<file path="config.mk">
export PLATFORM = sky130hd
export DESIGN_NAME = add_serial_ctrl
export DESIGN_NICKNAME = d
export VERILOG_FILES = /design/src/rtl/add_serial_ctrl.sv
export SDC_FILE = /design/constraint.sdc
export NUM_CORES = 1
export LEC_CHECK = 0
export BUFFER_PORTS_ARGS = -buffer_cell sky130_fd_sc_hd__clkbuf_2
export CAP_MARGIN = 5
export CORE_MARGIN = 2
export CORE_UTILIZATION = 48
export CTS_CLUSTER_SIZE = 20
export DETAILED_ROUTE_END_ITERATION = 7
export GPL_ROUTABILITY_DRIVEN = 0
export GPL_TIMING_DRIVEN = 0
export PLACE_DENSITY = 0.75
export SLEW_MARGIN = 10
export SYNTH_ARGS = -nofsm -noshare
export SYNTH_HDL_FRONTEND = slang
export SYNTH_SLANG_ARGS = --single-unit
</file>
<file path="constraint.sdc">
create_clock -name clk -period 2.83 [get_ports clk]
set_clock_uncertainty 0.15 [all_clocks]
set_input_delay 0.1415 -clock clk [delete_from_list [all_inputs] [get_ports clk]]
set_output_delay 0.1415 -clock clk [all_outputs]
set_load 0.02 [all_outputs]
</file>
<file path="src/rtl/add_serial_ctrl.sv">
// Purpose  : nibble-serial wide adder/subtractor; one shared 4-bit adder, carry chained via register.
// Latency  : accept at edge t0, result valid from t0+NIBBLES; next accept no earlier than t0+NIBBLES+2.
// Backpr.  : in_ready low outside IDLE; result held in DONE until out_ready, then back to IDLE.
//
// Ports:
//   clk, rst            clock, synchronous active-high reset
//   in_valid/in_ready   operation handshake carrying a, b, c_in, sub
//   out_valid/out_ready result handshake carrying sum, c_out
//   busy                high whenever the controller is not idle

module add_4bit (
    input  logic [3:0] a,
    input  logic [3:0] b,
    input  logic       c_i,
    output logic [3:0] s,
    output logic       c_o
);
    assign {c_o, s} = {1'b0, a} + {1'b0, b} + {4'b0000, c_i};
endmodule

module add_serial_ctrl #(
    parameter int NIBBLES = 4
) (
    input  logic                   clk,
    input  logic                   rst,
    input  logic                   in_valid,
    output logic                   in_ready,
    input  logic [4*NIBBLES-1:0]   a,
    input  logic [4*NIBBLES-1:0]   b,
    input  logic                   c_in,
    input  logic                   sub,
    output logic                   out_valid,
    input  logic                   out_ready,
    output logic [4*NIBBLES-1:0]   sum,
    output logic                   c_out,
    output logic                   busy
);
    localparam int IW = (NIBBLES > 1) ? $clog2(NIBBLES) : 1;
    localparam logic [IW-1:0] LAST = IW'(NIBBLES - 1);

    typedef enum logic [1:0] {
        IDLE = 2'd0,
        RUN  = 2'd1,
        DONE = 2'd2
    } state_t;

    state_t state;
    state_t state_nxt;

    // Operands and result viewed as arrays of nibbles so idx selects a slice directly.
    logic [NIBBLES-1:0][3:0] op_a;
    logic [NIBBLES-1:0][3:0] op_b;
    logic [NIBBLES-1:0][3:0] sum_r;
    logic [IW-1:0]           idx;
    logic                    cr;

    logic       accept;
    logic       last_nib;
    logic [3:0] nib_a;
    logic [3:0] nib_b;
    logic [3:0] nib_s;
    logic       nib_c;

    assign nib_a = op_a[idx];
    assign nib_b = op_b[idx];

    add_4bit u_add (
        .a   (nib_a),
        .b   (nib_b),
        .c_i (cr),
        .s   (nib_s),
        .c_o (nib_c)
    );

    // State register
    always_ff @(posedge clk) begin
        if (rst) begin
            state <= IDLE;
        end else begin
            state <= state_nxt;
        end
    end

    // Next-state logic
    always_comb begin
        state_nxt = state;
        case (state)
            IDLE:    if (accept)    state_nxt = RUN;
            RUN:     if (last_nib)  state_nxt = DONE;
            DONE:    if (out_ready) state_nxt = IDLE;
            default:                state_nxt = IDLE;
        endcase
    end

    // Decoded outputs / control strobes
    always_comb begin
        in_ready = (state == IDLE) & ~rst;
        busy     = (state != IDLE);
        accept   = in_valid & in_ready;
        last_nib = (state == RUN) && (idx == LAST);
    end

    // Datapath: operand capture, nibble stepping, registered results
    always_ff @(posedge clk) begin
        if (rst) begin
            op_a      <= '0;
            op_b      <= '0;
            sum_r     <= '0;
            idx       <= '0;
            cr        <= 1'b0;
            c_out     <= 1'b0;
            out_valid <= 1'b0;
        end else begin
            out_valid <= (state_nxt == DONE);
            if (accept) begin
                op_a  <= a;
                // Subtraction is a + ~b + 1: invert here, inject the +1 as initial carry.
                op_b  <= sub ? ~b : b;
                cr    <= sub ? 1'b1 : c_in;
                idx   <= '0;
                sum_r <= '0;
            end else if (state == RUN) begin
                sum_r[idx] <= nib_s;
                cr         <= nib_c;
                if (last_nib) begin
                    c_out <= nib_c;
                    idx   <= '0;
                end else begin
                    idx <= idx + 1'b1;
                end
            end
        end
    end

    assign sum = sum_r;

endmodule

</file>
### After elaboration in Yosys (flattened, before gate mapping)

Index checks and enable logic that the tools add are counted.

* register bits: 55
* output and inout port bits: 20
* logic and storage cells: 54

* $add $sub $neg: 3
* $lt $le $gt $ge: 2
* equality and inequality tests: 4
* multiplexer cells: 16
* bitwise logic cells: 5
* reduce and logical (&&, ||, !) cells: 7

Operator list (number)
* $bmux 4 s2: 2
* $bwmux 16: 1
* $mux 16: 1
* $not 16->16: 1
* $mux 4: 3
* $demux 4 s2: 1
* $mux 2: 4
* $eq 2x2->1 const B: 3
* $pmux 2 s3: 1
* $add 4x4->5: 1
* $add 5x1->5: 1
* $reduce_bool 2->1: 2
* $lt 2x3->1 const B: 1
* $mux 1: 3
* $reduce_and 3->1: 1
* $add 2x1->2 const B: 1
* $and 1x1->1: 2
* $eq 2x1->1 const B: 1
* $ge 2x1->1 const B: 1
* $logic_and 1x1->1: 2
* $logic_not 2->1: 1
* $not 1->1: 2
* $reduce_or 2->1: 1

### Depth between registers and ports, before layout

Gate-level depths: netlist of the first run.

* depth in word-level cells: 6
* gate-level depth with buffers: 8
* gate-level depth less buffers: 7

### Cells and area by module

A second synthesis of the first run with hierarchy kept.

* cell total of the unflattened synthesis: 259
* area total of the unflattened synthesis: 2496.1 um2

By module, submodules not included
* add_serial_ctrl: times used 1, cells an instance 243, area an instance 2352.3 um2, sequential area each 1101.1 um2
* add_4bit: times used 1, cells an instance 16, area an instance 143.9 um2, sequential area each 0.0 um2

### Least setup slack after synthesis of the first run

No wires, ideal clock.

* kind: register to register
* start point: register idx[0]
* end point: register sum_r (netlist bit sum[15])
* setup time: 74 ps
* arrival time: 2513 ps
* required time: 2606 ps
* path slack: 93 ps
* stages on the path, launching flop included: 8
* path buffers: 2
* period minus slack after synthesis: 2737 ps
* cell sequence: dfxtp_1 -> buf_2 -> mux4_2 -> fa_1 -> and3_1 -> clkbuf_1 -> or4b_1 -> a31oi_1

* cells in the longest elaborated chain, start to end: 5
* elaborated cells between the ends (all ways): 12

Ends and longest elaborated chain
* start, declared: RTL line 54 `logic [IW-1:0] idx;`
* start signal, assigned: RTL line 129 `idx <= idx + 1'b1;`
* $bmux 4 s2, or another cell as far along: RTL line 64 `assign nib_a = op_a[idx];`
* $mux 4 (implied by the code), or another cell as far along: RTL line 64
* $add 4x4->5 / $mux 4 (equally long branches): RTL line 18, 123
* $add 5x1->5 / $demux 4 s2 (equally long branches): RTL line 18, 123
* $bwmux 16 (*): RTL line 123 `sum_r[idx] <= nib_s;`
* end signal, assigned by index: RTL line 123
* end, declared: RTL line 53 `logic [NIBBLES-1:0][3:0] sum_r;`

Mark *: on every way between the ends. The rest lies on a longest branch, timed or not. The select of a mux whose other input is x is not followed.
A chain may end at the register's enable or synchronous reset.

### Worst setup path in the final report of the first run

* start point: register idx[0]
* end point: register sum_r (netlist bit sum[11])

Same word-level chain as after synthesis.

==> impl_metrics.ini, run 1 <==
[routing]
drc_errors = 0
ant_nets = 0
wl_um = 5990
drt_first_pass_iters = 4
vias_per_cell = 5.07
wl_per_cell_um = 13.6
dr_total_vias = 2242
drtIter0Drc = 90

[final_layout]
final_common_cell = clkbuf_2
diodes = 0
fin_nets = 418
final_cells = 442
syn_to_final_growth_pct = 30.9
most-common-layout-cells = 57 x clkbuf_2, 54 x dfxtp_1, 47 x nand2_1, 31 x nor2_1, 31 x dlygate4sd3_1
drive_above_1_share_pct = 23.1
fill_cells = 430
fin_util_pct = 65.0

[global_route]
grt_usage_pct = 21.1
grt_max_degree = 17
grt_pass1_vias = 2222
grt_pass1_wl_um = 9970
antenna_found_initial = 0
grt.overflow.total = 0

[logic_synthesis]
yosys-top-cells-area = dfxtp_1 43%, mux4_2 7.1%, nand2_1 7.0%
synth_cell_types = 32
synth_cells = 277
ys.flop_type = dfxtp_1
synth_edf_count = 0
synth_top_cell_by_area = dfxtp_1
ys_ff_latch = 55
seq_area_frac_synth_pct = 43.4
yosysTopAreaCellShare_pct = 43.4
netlist_area_mm2 = 0.00254
synth_nets = 324
synthArstFlopShare_pct = 0
syn_area_per_cell_um2 = 9.16
ys_warn_count = 0

[place]
post-place-ws_ns = -0.196
io_buffer_count = 56
dp_cells = 403
hpwl_um = 4170

[timing]
hold_viol = 0
setup_tns_ns = 0
setup_slack_ns = 0.0719
rsz0062_at_grt = no
setup_violations = 0
min_period_ns = 2.76
worst_pin_slew_ns = 0.599
period_share_pct = 97.5
fmax_mhz = 363
slew_violations = 0
slew_headroom_pct = 60.1

[critical_path]
arrival_ns = 2.84
required_ns = 2.92
start_kind = flop
cp-startpoint = idx[0]$_SDFFE_PP0P_
crit_family = simple AND/OR/NAND/NOR gates
max_stage_delay_ns = 0.52
critical_path_peak_fanout = 10
crit_buf_inv = 2
cp_slowest_cell = mux4_2
path_class = flop to flop
worstSetupEndpointType = flop
path_cells = buf_12 > mux4_2 > fa_1 > and3_1 > clkbuf_1 > or4_1 > a31oi_1
timing.rr.start = idx[0]$_SDFFE_PP0P_

[die]
core_mm2 = 0.00511
fp.dieH_um = 76.7
initial_utilization_pct = 49.7
row_count = 26
die_w_um = 76.7
die-area_mm2 = 0.00588
io_pins = 58

[clock_network]
cts_buffer_depth = 2
clockRootBuffer = clkbuf_8
clock_sinks = 55
tritoncts = yes
htree_num_levels = 2
cts_setup_buffers = 0
insertion_delay_ns = 0.30
numCtsBuffers = 5
clkTransAtPathRegs_ns = 0.10

[pwr]
power_mw = 1.56
pwr_density_cell_mw_per_mm2 = 470
internal-power_mw = 1.13
power_frac_seq_pct = 53.6
ir_worst_vdd_v = 0.000276
swShare_pct = 27.4
pwr-share-comb_pct = 19.4
clock_power_share_pct = 27.0
leakagePower_nw = 1.33
switchingPower_mw = 0.427

[job]
cap_violations = 0

[hold_path]
min_from = b[1]
hp-class = input port to flop

[outcome]
status = complete, no violations
cell families after synthesis:
family	share of synthesized area, %
flops	43.4
xor+xnor	5.87
buf+inv	5.03
fa+ha+maj	5.03
compound gates	14.5
mux	8.68
simple gates	17.5
sequential cells by signal, summed over array words and instances (netlist names):
signal / cells
state: 2
c_out: 1
cr: 1
op_a: 16
sum: 16
out_valid: 1
op_b: 16
idx: 2
through the flow:
stage / hold WS, ns / area (um2)
3_5_place_dp: 0.225 / 2910
5_1_grt: 0.0161 / 3320
4_1_cts: 0.00333 / 3310
2_1_floorplan: 0.127 / 2540
6_report: 0.00655 / 3320
3_3_place_gp: 0.218 / 2910
path summary, 6_finish.rpt:
path	end	slack, ns	cells past startpoint
max reg2reg	sum[11]$_SDFFE_PP0P_	0.07	7
min	op_b[1]$_SDFFE_PP0P_	0.007	3
min reg2reg	op_a[14]$_SDFFE_PP0P_	0.31	2
max	sum[11]$_SDFFE_PP0P_	0.07	7
synth_stat cells (3+ instances only):
master,count
a31oi_1,5
xnor2_1,17
a21oi_1,22
nand2_1,47
buf_2,9
a211oi_1,21
o211ai_1,4
nor2_1,31
or4_1,3
ha_1,7
and3b_1,4
dfxtp_1,55
nand3b_1,3
mux4_2,8
mux2i_1,4
inv_1,8
clkbuf_1,9
cell type report:
type	count	area [um2]	area share [%]
Multi-Input combinational cell	193	1310	39.4
Sequential cell	55	1100	33.3
Timing Repair Buffer	87	591	17.8
Buffer	21	114	3.43
Tap cell	70	87.6	2.64
Clock buffer	6	72.6	2.19
Inverter	8	30.0	0.904
Clock inverter	2	12.5	0.377
tightest hold or removal path, stage by stage:
cell and delay (ns):
clkbuf_2 0.09, xnor2_1 0.12, a211oi_1 0.07
routing by layer:
layer	vias to the layer above	share of wire, %	track usage (%)
met5	-	0	0
met4	0	1.3	6.18
met3	8	4.4	4.12
met2	69	52	38.8
met1	1026	43	24.8
li1	1139	-	-
what timing repair did:
item | CTS | global route
hold buffers | 31 | 0
endpoints found under the setup margin | 4 | 4
resized for setup | 4 | 3
hold endpoints to repair | 31 | 0
power groups by stage:
stage	combinational (mW)	clock, mW	sequential [mW]
2_1_floorplan	0.179	0	0.853
5_1_grt	0.334	0.464	0.841
3_3_place_gp	0.258	0	0.852
4_1_cts	0.297	0.433	0.836
3_5_place_dp	0.262	0	0.854
6_report	0.302	0.422	0.836
(Power assumes the default switching activity.)
==> run 2, diff against run 1 <==
--- a/config.mk
+++ b/config.mk
@@ -13,7 +13,7 @@
 export DETAILED_ROUTE_END_ITERATION = 7
 export GPL_ROUTABILITY_DRIVEN = 0
 export GPL_TIMING_DRIVEN = 0
-export PLACE_DENSITY = 0.75
+export PLACE_DENSITY = 0.72
 export SLEW_MARGIN = 10
 export SYNTH_ARGS = -nofsm -noshare
 export SYNTH_HDL_FRONTEND = slang
==> constraint.sdc (replaced) <==
create_clock -name clk -period 3.4 [get_ports clk]
set_clock_uncertainty 0.15 [all_clocks]
set_input_delay 0.17 -clock clk [delete_from_list [all_inputs] [get_ports clk]]
set_output_delay 0.17 -clock clk [all_outputs]
set_load 0.02 [all_outputs]
==> run 2 against run 1 <==
  * Wire length is 6.9% lower
  * Total power is 12% lower
  * Combinational power fell by 21%
  * First-iteration DRC count increased by 10%
  * Cell count down 1.8%
  * Register-to-register slack gained 0.30 ns
  * Sequential power shrank 17%
  * Count of clock-buffer cells in the layout unchanged
  * Highest routed layer unchanged
  * Critical path depth unchanged
  * Global-route usage fell by 0.91 points
  * Design area fell by 2.0%
==> impl_metrics.ini, run 2 (synthesis gave the netlist of run 1 again) <==
[die]
io_pins = 58
row_count = 26
die_w_um = 76.7
die-area_mm2 = 0.00588
initial_utilization_pct = 49.7
fp.dieH_um = 76.7
core_mm2 = 0.00511

[global_route]
grt_pass1_vias = 2099
grt.overflow.total = 0
grt_max_degree = 17
grt_pass1_wl_um = 9600
antenna_found_initial = 0
grt_usage_pct = 20.2

[timing]
slew_violations = 0
setup_violations = 0
setup_tns_ns = 0
slew_headroom_pct = 57.6
min_period_ns = 3.03
period_share_pct = 89.0
rsz0062_at_grt = no
fmax_mhz = 330
hold_viol = 0
worst_pin_slew_ns = 0.637

[critical_path]
required_ns = 3.49
start_kind = flop
cp_slowest_cell = mux4_2
worstSetupEndpointType = flop
critical_path_peak_fanout = 10
path_cells = buf_2 > mux4_2 > fa_1 > and3_1 > clkbuf_1 > or4b_1 > a31oi_1
arrival_ns = 3.12
crit_buf_inv = 2
path_class = flop to flop
max_stage_delay_ns = 0.59
crit_family = simple AND/OR/NAND/NOR gates

[clock_network]
ctsResizeCount = 0
cts_setup_buffers = 0
insertion_delay_ns = 0.31
numCtsBuffers = 5
clock_sinks = 55
clockRootBuffer = clkbuf_8
cts_buffer_depth = 2
clkTransAtPathRegs_ns = 0.10
tritoncts = yes
htree_num_levels = 2

[final_layout]
fin_nets = 410
drive_above_1_share_pct = 23.4
fin_util_pct = 63.7
diodes = 0
syn_to_final_growth_pct = 28.2
most-common-layout-cells = 56 x clkbuf_2, 55 x dfxtp_1, 47 x nand2_1, 31 x nor2_1, 23 x dlygate4sd3_1
final_common_cell = clkbuf_2

[pwr]
leakagePower_nw = 1.31
pwr_density_cell_mw_per_mm2 = 424
ir_worst_vdd_v = 0.000241

[hold_path]
hp-class = input port to flop

[routing]
ant_nets = 0
wl_um = 5580
drc_errors = 0
wl_per_cell_um = 12.9
drt_first_pass_iters = 4
dr_total_vias = 2255
drtIter0Drc = 99
vias_per_cell = 5.20

[outcome]
status = complete, no violations

[place]
io_buffer_count = 56
hpwl_um = 4010

[job]
cap_violations = 0
[run 2: changes by cell type in the layout (fill, tap and decap cells not counted)]
cell / change
buf_12: -1
buf_2: +1
bufinv_16: +1
clkbuf_2: -1
clkbuf_8: +1
clkinvlp_4: -1
dfxtp_1: +1
dfxtp_4: -1
dlygate4sd3_1: -8
[run 2: through the flow]
| stage | worst slack (ns) | hold WS (ns) | total power, mW | std cells | cell area [um2] |
|---|---|---|---|---|---|
| 4_1_cts | 0.345 | 0.000372 | 1.39 | 434 | 3250 |
| 2_1_floorplan | 0.663 | 0.156 | 0.859 | 277 | 2540 |
| 6_report | 0.374 | 0.00539 | 1.38 | 434 | 3250 |
| 3_3_place_gp | 0.405 | 0.246 | 0.923 | 403 | 2910 |
| 3_5_place_dp | 0.366 | 0.252 | 0.929 | 403 | 2910 |
| 5_1_grt | 0.179 | 0.00550 | 1.44 | 434 | 3250 |
[run 2: final timing paths]
kind | startpoint | to | slack [ns] | cells after the start
min reg2reg | op_a[8]$_SDFFE_PP0P_ | op_a[8]$_SDFFE_PP0P_ | 0.31 | 2
max | idx[0]$_SDFFE_PP0P_ | sum[15]$_SDFFE_PP0P_ | 0.37 | 7
max reg2reg | idx[0]$_SDFFE_PP0P_ | sum[15]$_SDFFE_PP0P_ | 0.37 | 7
min | b[11] | op_b[11]$_SDFFE_PP0P_ | 0.005 | 3
[run 2: per-layer routing]
| layer | share of wire (%) | GRT usage (%) |
|---|---|---|
| met1 | 44 | 25.3 |
| met5 | 0 | 0 |
| met3 | 4.9 | 4.24 |
| met2 | 50 | 35.0 |
| met4 | 1.3 | 6.18 |
[run 2: what timing repair did]
action                                  4_1_cts  5_1_grt
hold buffers                                 23        0
endpoints found under the hold margin        23        0
endpoints found under the setup margin        0        0
[run 2: final cells by class]
class,count,area (um2)
Buffer,21,97.6
Clock buffer,6,82.6
Clock inverter,2,35.0
Fill cell,473,1850
Inverter,8,30.0
Multi-Input combinational cell,193,1310
Sequential cell,55,1100
Tap cell,70,87.6
Timing Repair Buffer,79,510
[run 2: worst register-to-register path, stage by stage (launching register included)]
cell and delay (ns):
dfxtp_1 0.43, buf_2 0.35, mux4_2 0.60, fa_1 0.42
and3_1 0.15, clkbuf_1 0.18, or4b_1 0.52, a31oi_1 0.16
[run 2: power by group]
group	internal, mW	switching (mW)
combinational	0.113	0.126
clock	0.238	0.208
sequential	0.678	0.0180
